==> src/rtl/cu_pkg.sv <==
// Shared types and constants for the AES round sequencer: FSM states,
// key-length encodings, round counts and the datapath mux-select bundle.
package cu_pkg;

  typedef enum logic [3:0] {
    IDLE,
    LOAD,
    E0,
    EX,
    EN,
    D0,
    DX,
    DN,
    DONE
  } state_t;

  localparam logic [1:0] KL_128 = 2'b00;
  localparam logic [1:0] KL_192 = 2'b01;

  localparam int unsigned NR128_DEF = 10;
  localparam int unsigned NR192_DEF = 12;
  localparam int unsigned NR256_DEF = 14;

  typedef struct packed {
    logic       mux0;
    logic       mux1;
    logic [1:0] mux2;
    logic       mux3;
    logic       mux4;
    logic       mux5;
    logic       mux6;
  } mux_sel_t;

  localparam mux_sel_t MUX_DEF = '{mux0: 1'b0, mux1: 1'b1, mux2: 2'd1, mux3: 1'b1,
                                   mux4: 1'b0, mux5: 1'b1, mux6: 1'b0};
  localparam mux_sel_t MUX_E0  = '{mux0: 1'b0, mux1: 1'b0, mux2: 2'd0, mux3: 1'b0,
                                   mux4: 1'b1, mux5: 1'b1, mux6: 1'b0};
  localparam mux_sel_t MUX_EX  = '{mux0: 1'b0, mux1: 1'b1, mux2: 2'd1, mux3: 1'b1,
                                   mux4: 1'b0, mux5: 1'b1, mux6: 1'b0};
  localparam mux_sel_t MUX_EN  = '{mux0: 1'b0, mux1: 1'b1, mux2: 2'd1, mux3: 1'b1,
                                   mux4: 1'b0, mux5: 1'b1, mux6: 1'b1};
  localparam mux_sel_t MUX_D0  = '{mux0: 1'b0, mux1: 1'b0, mux2: 2'd0, mux3: 1'b0,
                                   mux4: 1'b1, mux5: 1'b0, mux6: 1'b0};
  localparam mux_sel_t MUX_DX  = '{mux0: 1'b0, mux1: 1'b0, mux2: 2'd2, mux3: 1'b0,
                                   mux4: 1'b1, mux5: 1'b0, mux6: 1'b0};
  localparam mux_sel_t MUX_DN  = '{mux0: 1'b0, mux1: 1'b0, mux2: 2'd2, mux3: 1'b0,
                                   mux4: 1'b1, mux5: 1'b1, mux6: 1'b0};

  function automatic mux_sel_t mux_for(input state_t s);
    case (s)
      E0:      return MUX_E0;
      EX:      return MUX_EX;
      EN:      return MUX_EN;
      D0:      return MUX_D0;
      DX:      return MUX_DX;
      DN:      return MUX_DN;
      default: return MUX_DEF;
    endcase
  endfunction

  function automatic logic is_round(input state_t s);
    return (s inside {E0, EX, EN, D0, DX, DN});
  endfunction

endpackage

==> src/rtl/cu_round_cnt.sv <==
// Round counter with Nr decode, last-round flag and round-key index mapping
// (ascending for encryption, descending Nr..0 for decryption).
module cu_round_cnt
  import cu_pkg::*;
#(
  parameter int unsigned RW    = 4,
  parameter int unsigned NR128 = NR128_DEF,
  parameter int unsigned NR192 = NR192_DEF,
  parameter int unsigned NR256 = NR256_DEF
) (
  input  logic          clk_i,
  input  logic          rst_ni,
  input  logic          clr_i,
  input  logic          inc_i,
  input  logic          active_i,
  input  logic          enc_i,
  input  logic [1:0]    kl_i,
  output logic          last_o,
  output logic [RW-1:0] r_idx_o
);

  localparam logic [RW-1:0] NR128_W = RW'(NR128);
  localparam logic [RW-1:0] NR192_W = RW'(NR192);
  localparam logic [RW-1:0] NR256_W = RW'(NR256);

  logic [RW-1:0] r_q, r_d;
  logic [RW-1:0] nr;

  always_comb begin
    case (kl_i)
      KL_128:  nr = NR128_W;
      KL_192:  nr = NR192_W;
      default: nr = NR256_W;
    endcase
  end

  // Saturate at Nr so the index can never run past the final round key.
  always_comb begin
    r_d = r_q;
    if (clr_i) begin
      r_d = '0;
    end else if (inc_i && (r_q != nr)) begin
      r_d = r_q + RW'(1);
    end
  end

  always_ff @(posedge clk_i or negedge rst_ni) begin
    if (!rst_ni) begin
      r_q <= '0;
    end else begin
      r_q <= r_d;
    end
  end

  assign last_o  = (r_q == (nr - RW'(1)));
  assign r_idx_o = !active_i ? '0 : (enc_i ? r_q : (nr - r_q));

endmodule

==> src/rtl/cu_round_seq.sv <==
// AES round sequencer: block handshake, per-round datapath selects, state
// register control, round-key index and a saturating completed-block count.
module cu_round_seq
  import cu_pkg::*;
#(
  parameter int unsigned RW    = 4,
  parameter int unsigned NR128 = NR128_DEF,
  parameter int unsigned NR192 = NR192_DEF,
  parameter int unsigned NR256 = NR256_DEF,
  parameter int unsigned TAGW  = 2,
  parameter int unsigned CNTW  = 16
) (
  input  logic            CLK,
  input  logic            CLR_N,
  input  logic            KF,
  input  logic [1:0]      KL,
  input  logic            enc_dec,
  input  logic            in_valid,
  input  logic [TAGW-1:0] in_tag,
  output logic            in_ready,
  output logic            out_valid,
  input  logic            out_ready,
  output logic [TAGW-1:0] out_tag,
  input  logic            abort,
  output logic            busy,
  output logic            mux0,
  output logic            mux1,
  output logic [1:0]      mux2,
  output logic            mux3,
  output logic            mux4,
  output logic            mux5,
  output logic            mux6,
  output logic            SE,
  output logic            SCLR,
  output logic [RW-1:0]   R,
  output logic [CNTW-1:0] blk_cnt
);

  state_t          state_q, state_d;
  logic [1:0]      kl_q;
  logic            enc_q;
  logic [TAGW-1:0] tag_q;
  mux_sel_t        mux_q;
  logic            se_q, sclr_q, valid_q, busy_q;
  logic [CNTW-1:0] cnt_q;
  logic            accept, hs, last, inc;

  assign accept = (state_q == LOAD) && KF && in_valid && !abort;
  assign hs     = (state_q == DONE) && out_ready && !abort;
  assign inc    = (state_q inside {E0, EX, D0, DX});

  always_comb begin
    state_d = state_q;
    case (state_q)
      IDLE: if (KF) state_d = LOAD;
      LOAD: begin
        if (!KF)         state_d = IDLE;
        else if (accept) state_d = enc_dec ? E0 : D0;
      end
      E0:   state_d = EX;
      EX:   state_d = last ? EN : EX;
      EN:   state_d = DONE;
      D0:   state_d = DX;
      DX:   state_d = last ? DN : DX;
      DN:   state_d = DONE;
      DONE: if (hs) state_d = KF ? LOAD : IDLE;
      default: state_d = IDLE;
    endcase
    if (abort && (state_q != IDLE)) state_d = IDLE;
  end

  // Outputs are registered from the next state so they line up with state_q.
  always_ff @(posedge CLK or negedge CLR_N) begin
    if (!CLR_N) begin
      state_q <= IDLE;
      kl_q    <= '0;
      enc_q   <= 1'b0;
      tag_q   <= '0;
      mux_q   <= MUX_DEF;
      se_q    <= 1'b0;
      sclr_q  <= 1'b1;
      valid_q <= 1'b0;
      busy_q  <= 1'b0;
      cnt_q   <= '0;
    end else begin
      state_q <= state_d;
      mux_q   <= mux_for(state_d);
      se_q    <= is_round(state_d);
      busy_q  <= is_round(state_d);
      sclr_q  <= (state_d == IDLE);
      valid_q <= (state_d == DONE);
      if (accept) begin
        kl_q  <= KL;
        enc_q <= enc_dec;
        tag_q <= in_tag;
      end
      if (hs && (cnt_q != '1)) cnt_q <= cnt_q + CNTW'(1);
    end
  end

  cu_round_cnt #(
    .RW    (RW),
    .NR128 (NR128),
    .NR192 (NR192),
    .NR256 (NR256)
  ) u_round_cnt (
    .clk_i    (CLK),
    .rst_ni   (CLR_N),
    .clr_i    (accept),
    .inc_i    (inc),
    .active_i (busy_q),
    .enc_i    (enc_q),
    .kl_i     (kl_q),
    .last_o   (last),
    .r_idx_o  (R)
  );

  // The accept cycle loads the input block, so SE/mux0 follow the handshake.
  assign in_ready  = (state_q == LOAD) && KF;
  assign SE        = se_q | accept;
  assign mux0      = mux_q.mux0 | accept;
  assign mux1      = mux_q.mux1;
  assign mux2      = mux_q.mux2;
  assign mux3      = mux_q.mux3;
  assign mux4      = mux_q.mux4;
  assign mux5      = mux_q.mux5;
  assign mux6      = mux_q.mux6;
  assign SCLR      = sclr_q;
  assign busy      = busy_q;
  assign out_valid = valid_q;
  assign out_tag   = tag_q;
  assign blk_cnt   = cnt_q;

endmodule
==> config.mk <==
export PLATFORM = sky130hd
export DESIGN_NAME = cu_round_seq
export DESIGN_NICKNAME = d
export VERILOG_FILES = /design/src/rtl/cu_pkg.sv /design/src/rtl/cu_round_cnt.sv /design/src/rtl/cu_round_seq.sv
export SDC_FILE = /design/constraint.sdc
export NUM_CORES = 1
export LEC_CHECK = 0
export ABC_AREA = 1
export CAP_MARGIN = 20
export CORE_UTILIZATION = 45
export CTS_CLUSTER_DIAMETER = 60
export DETAILED_ROUTE_END_ITERATION = 6
export GPL_TIMING_DRIVEN = 0
export PLACE_DENSITY_LB_ADDON = 0.25
export SLEW_MARGIN = 30
export SYNTH_ARGS = -nofsm -noshare
export SYNTH_HDL_FRONTEND = slang
export SYNTH_SLANG_ARGS = --single-unit
==> constraint.sdc <==
create_clock -name CLK -period 2 [get_ports CLK]
set_input_delay 0.2 -clock CLK [delete_from_list [all_inputs] [get_ports CLK]]
set_output_delay 0.2 -clock CLK [all_outputs]
set_load 0.02 [all_outputs]
==> flow_summary.json <==
{
  "first_global_vias": 1725,
  "synth_cells": 295,
  "cts_buffers": 5,
  "leakage_nw": 1.54,
  "clk_path_buf_depth": 2,
  "cp_data_required_time_ps": 1800,
  "fin_skew_ps": 7.68,
  "antenna_found_initial": 0,
  "hold_class": "primary input to asynchronous set/reset pin",
  "num_io_pins": 46,
  "arrival_ps": 1910,
  "wl_per_cell_um": 11.7,
  "rsz0062_at_grt": "true",
  "clock_sinks": 37,
  "hold_violations": 0,
  "worst-setup-path-type": "register to output pin",
  "first_pass_iters": 5,
  "grt_pass1_wl_um": 7940,
  "die_w_um": 72.7,
  "violations": "setup timing",
  "rows": 25,
  "coreArea_um2": 4750,
  "remaining_drc_errors": 0,
  "finalWirelength_um": 4980,
  "fin_nets": 375,
  "crit_family": "flip-flops",
  "portBuffers": 45,
  "maxCapViolations": 0,
  "final_max_slew_viol_count": 0,
  "drt_iter0_drc": 136,
  "worst_setup_path_end_kind": "output pin",
  "path_clk_slew_ps": 80,
  "synth_top_cells_by_area": "dfrtp_1 38%, nand2_1 13%, inv_1 7.2%",
  "synth_top_area_share_pct": 37.8,
  "clock.fmax_mhz": 475,
  "grt_start_max_net_pins": 26,
  "yosys_register_bits": 37,
  "dp_hpwl_um": 3610,
  "min_period_over_period_pct": 105,
  "diodes": 0,
  "critPathBufInv": 3,
  "finish.utilization_pct": 63.7,
  "fillCellCount": 435,
  "setup_viol": 2,
  "yosysTopAreaCell": "dfrtp_1",
  "fin_ws_ps": -106,
  "pre_cts_ws_ps": -481,
  "multi_input_area_um2": 1190,
  "cp_max_fo": 3,
  "syn_avg_cell_area_um2": 7.63,
  "netlist_area_um2": 2250,
  "critPathLaunchType": "register",
  "cpPeakStageDelay_ps": 400,
  "worst_pin_slew_ps": 342,
  "syn_to_final_growth_pct": 34.5,
  "gp_congestion": 0.907,
  "cts_tree": "built",
  "viasPerCell": 4.65,
  "ant_nets": 0,
  "min_period_ps": 2110,
  "grt_usage_pct": 19.6,
  "power_mw": 3.24,
  "vias": 1970,
  "die_h_um": 72.7,
  "max_slew_margin_pct": 77.1,
  "drive_gt1_share_pct": 22.1,
  "insertion_delay_ps": 290,
  "yosys_warnings": 0,
  "area.sequential_um2": 931,
  "initial_utilization_pct": 47.4,
  "syn-num-nets": 314,
  "yosysSeqAreaShare_pct": 41.3,
  "cp_slowest_cell": "dfrtp_1",
  "dieArea_um2": 5290,
  "whs_ps": 337,
  "p_per_area_nw_per_um2": 1070,
  "grt-ovfl-total": 0,
  "yosysUniqueCellTypes": 28,
  "peakVddDrop_mv": 0.594,
  "status": "finished, violations left",
  "htreeDepth": 2,
  "cts-root-buf": "clkbuf_8",
  "finalSetupTns_ps": -164,
  "critical_path.cell_chain": "inv_2 -> nor2_4 -> buf_4 -> fa_2 -> or2_2 -> a21oi_2 -> a211oi_1 -> buf_2"
}
==> cell usage after synthesis <==
library cell,count
nand2_1,76
inv_1,43
dfrtp_1,34
nor2_1,32
nand3_1,21
o21ai_0,10
inv_2,8
nand2_2,8
xor2_1,8
a21oi_1,7
ha_1,7
nand3_2,6
nand4_1,5
nor2_2,4
xnor2_1,4
dfstp_2,3
nor2_4,3
nor3_1,3
a211oi_1,2
buf_4,2
nor3_2,2
a21o_1,1
buf_8,1
fa_1,1
nand2_4,1
nor3b_2,1
o21ai_1,1
or2_2,1
==> state kept, by name, indices dropped and copies added (netlist names) <==
register         flops
SCLR                 1
blk_cnt             16
busy                 1
enc_q                1
kl_q                 2
mux2                 2
mux4                 1
mux5                 1
mux6                 1
out_tag              2
out_valid            1
state_q              4
u_round_cnt.r_q      4
==> cells by family after synthesis <==
family          share of synthesized area, %
flops                                   41.3
xor+xnor                                4.67
fa+ha+maj                               4.78
compound gates                          5.00
buf+inv                                 9.83
simple gates                            34.4
==> cells in the final DEF, fill, tap and decap left out, types with 2 or more instances in the layout <==
cell              n
inv_2            12
nand2_4           2
clkinv_2          2
nand4_1           5
nand3_2           5
nand2_2          10
o21ai_0           8
nand3_1          20
dfstp_2           3
xnor2_1           4
buf_2             2
nand2_1          73
xor2_1            8
clkbuf_8          5
clkdlybuf4s50_1  39
nor3_1            3
inv_1            39
ha_4              2
a211oi_1          2
a21oi_1           5
nor2_2            5
nand3_4           2
dfrtp_1          33
nor2_1           28
nor2_4            6
o21ai_1           3
nor3_2            2
clkbuf_2          2
ha_1              5
buf_4             9
a21oi_2           2
==> final cells by class <==
cell class	count	area share, %
multi-input combinational	204	39.4
sequential	37	30.7
clock inverter	3	0.578
tap	67	2.77
clock buffer	5	2.27
buffer	3	0.991
inverter	51	6.32
timing repair buffer	54	16.9
==> per-stage QoR <==
step | instances | area (um2)
2_1_floorplan | 295 | 2250
3_3_place_gp | 407 | 2790
3_5_place_dp | 408 | 2800
4_1_cts | 419 | 2930
5_1_grt | 424 | 3030
6_report | 424 | 3030
==> metal layers <==
layer	track usage, %	part of all wire (%)	vias to the layer above
met5	0	0	-
met4	8.50	1.9	0
met3	3.18	5.2	8
met2	29.9	44	63
met1	27.4	49	867
li1	-	-	1032
==> power by group <==
group          switching, mW  internal (mW)  total (mW)
Clock                  0.283          0.241       0.524
Combinational          0.938          0.702        1.64
Sequential             0.171          0.904        1.07
Total                   1.39           1.85        3.24
==> repair_timing <==
action                     in CTS  in global routing
hold buffers                    1                  0
cloned                          0                  0
resized for setup              21                 23
hold endpoints to repair       11                  0
pin swaps                       1                 10
setup endpoints to repair      14                 13
buffers inserted                2                  5
==> path summary, 6_finish.rpt <==
kind | start | cells after the start | to | slack [ps]
max | kl_q[0] | 8 | R[2] | -110
min | CLR_N | 2 | u_round_cnt.r_q[2] | 340
max reg2reg | kl_q[0] | 14 | mux5 | 50
min reg2reg | out_tag[0] | 2 | out_tag[0] | 480
max in group asynchronous | CLR_N | 3 | mux5 | 1140
min in group CLK | KL[1] | 3 | kl_q[1] | 460
No activity file was read; power rests on OpenSTA's default activity.
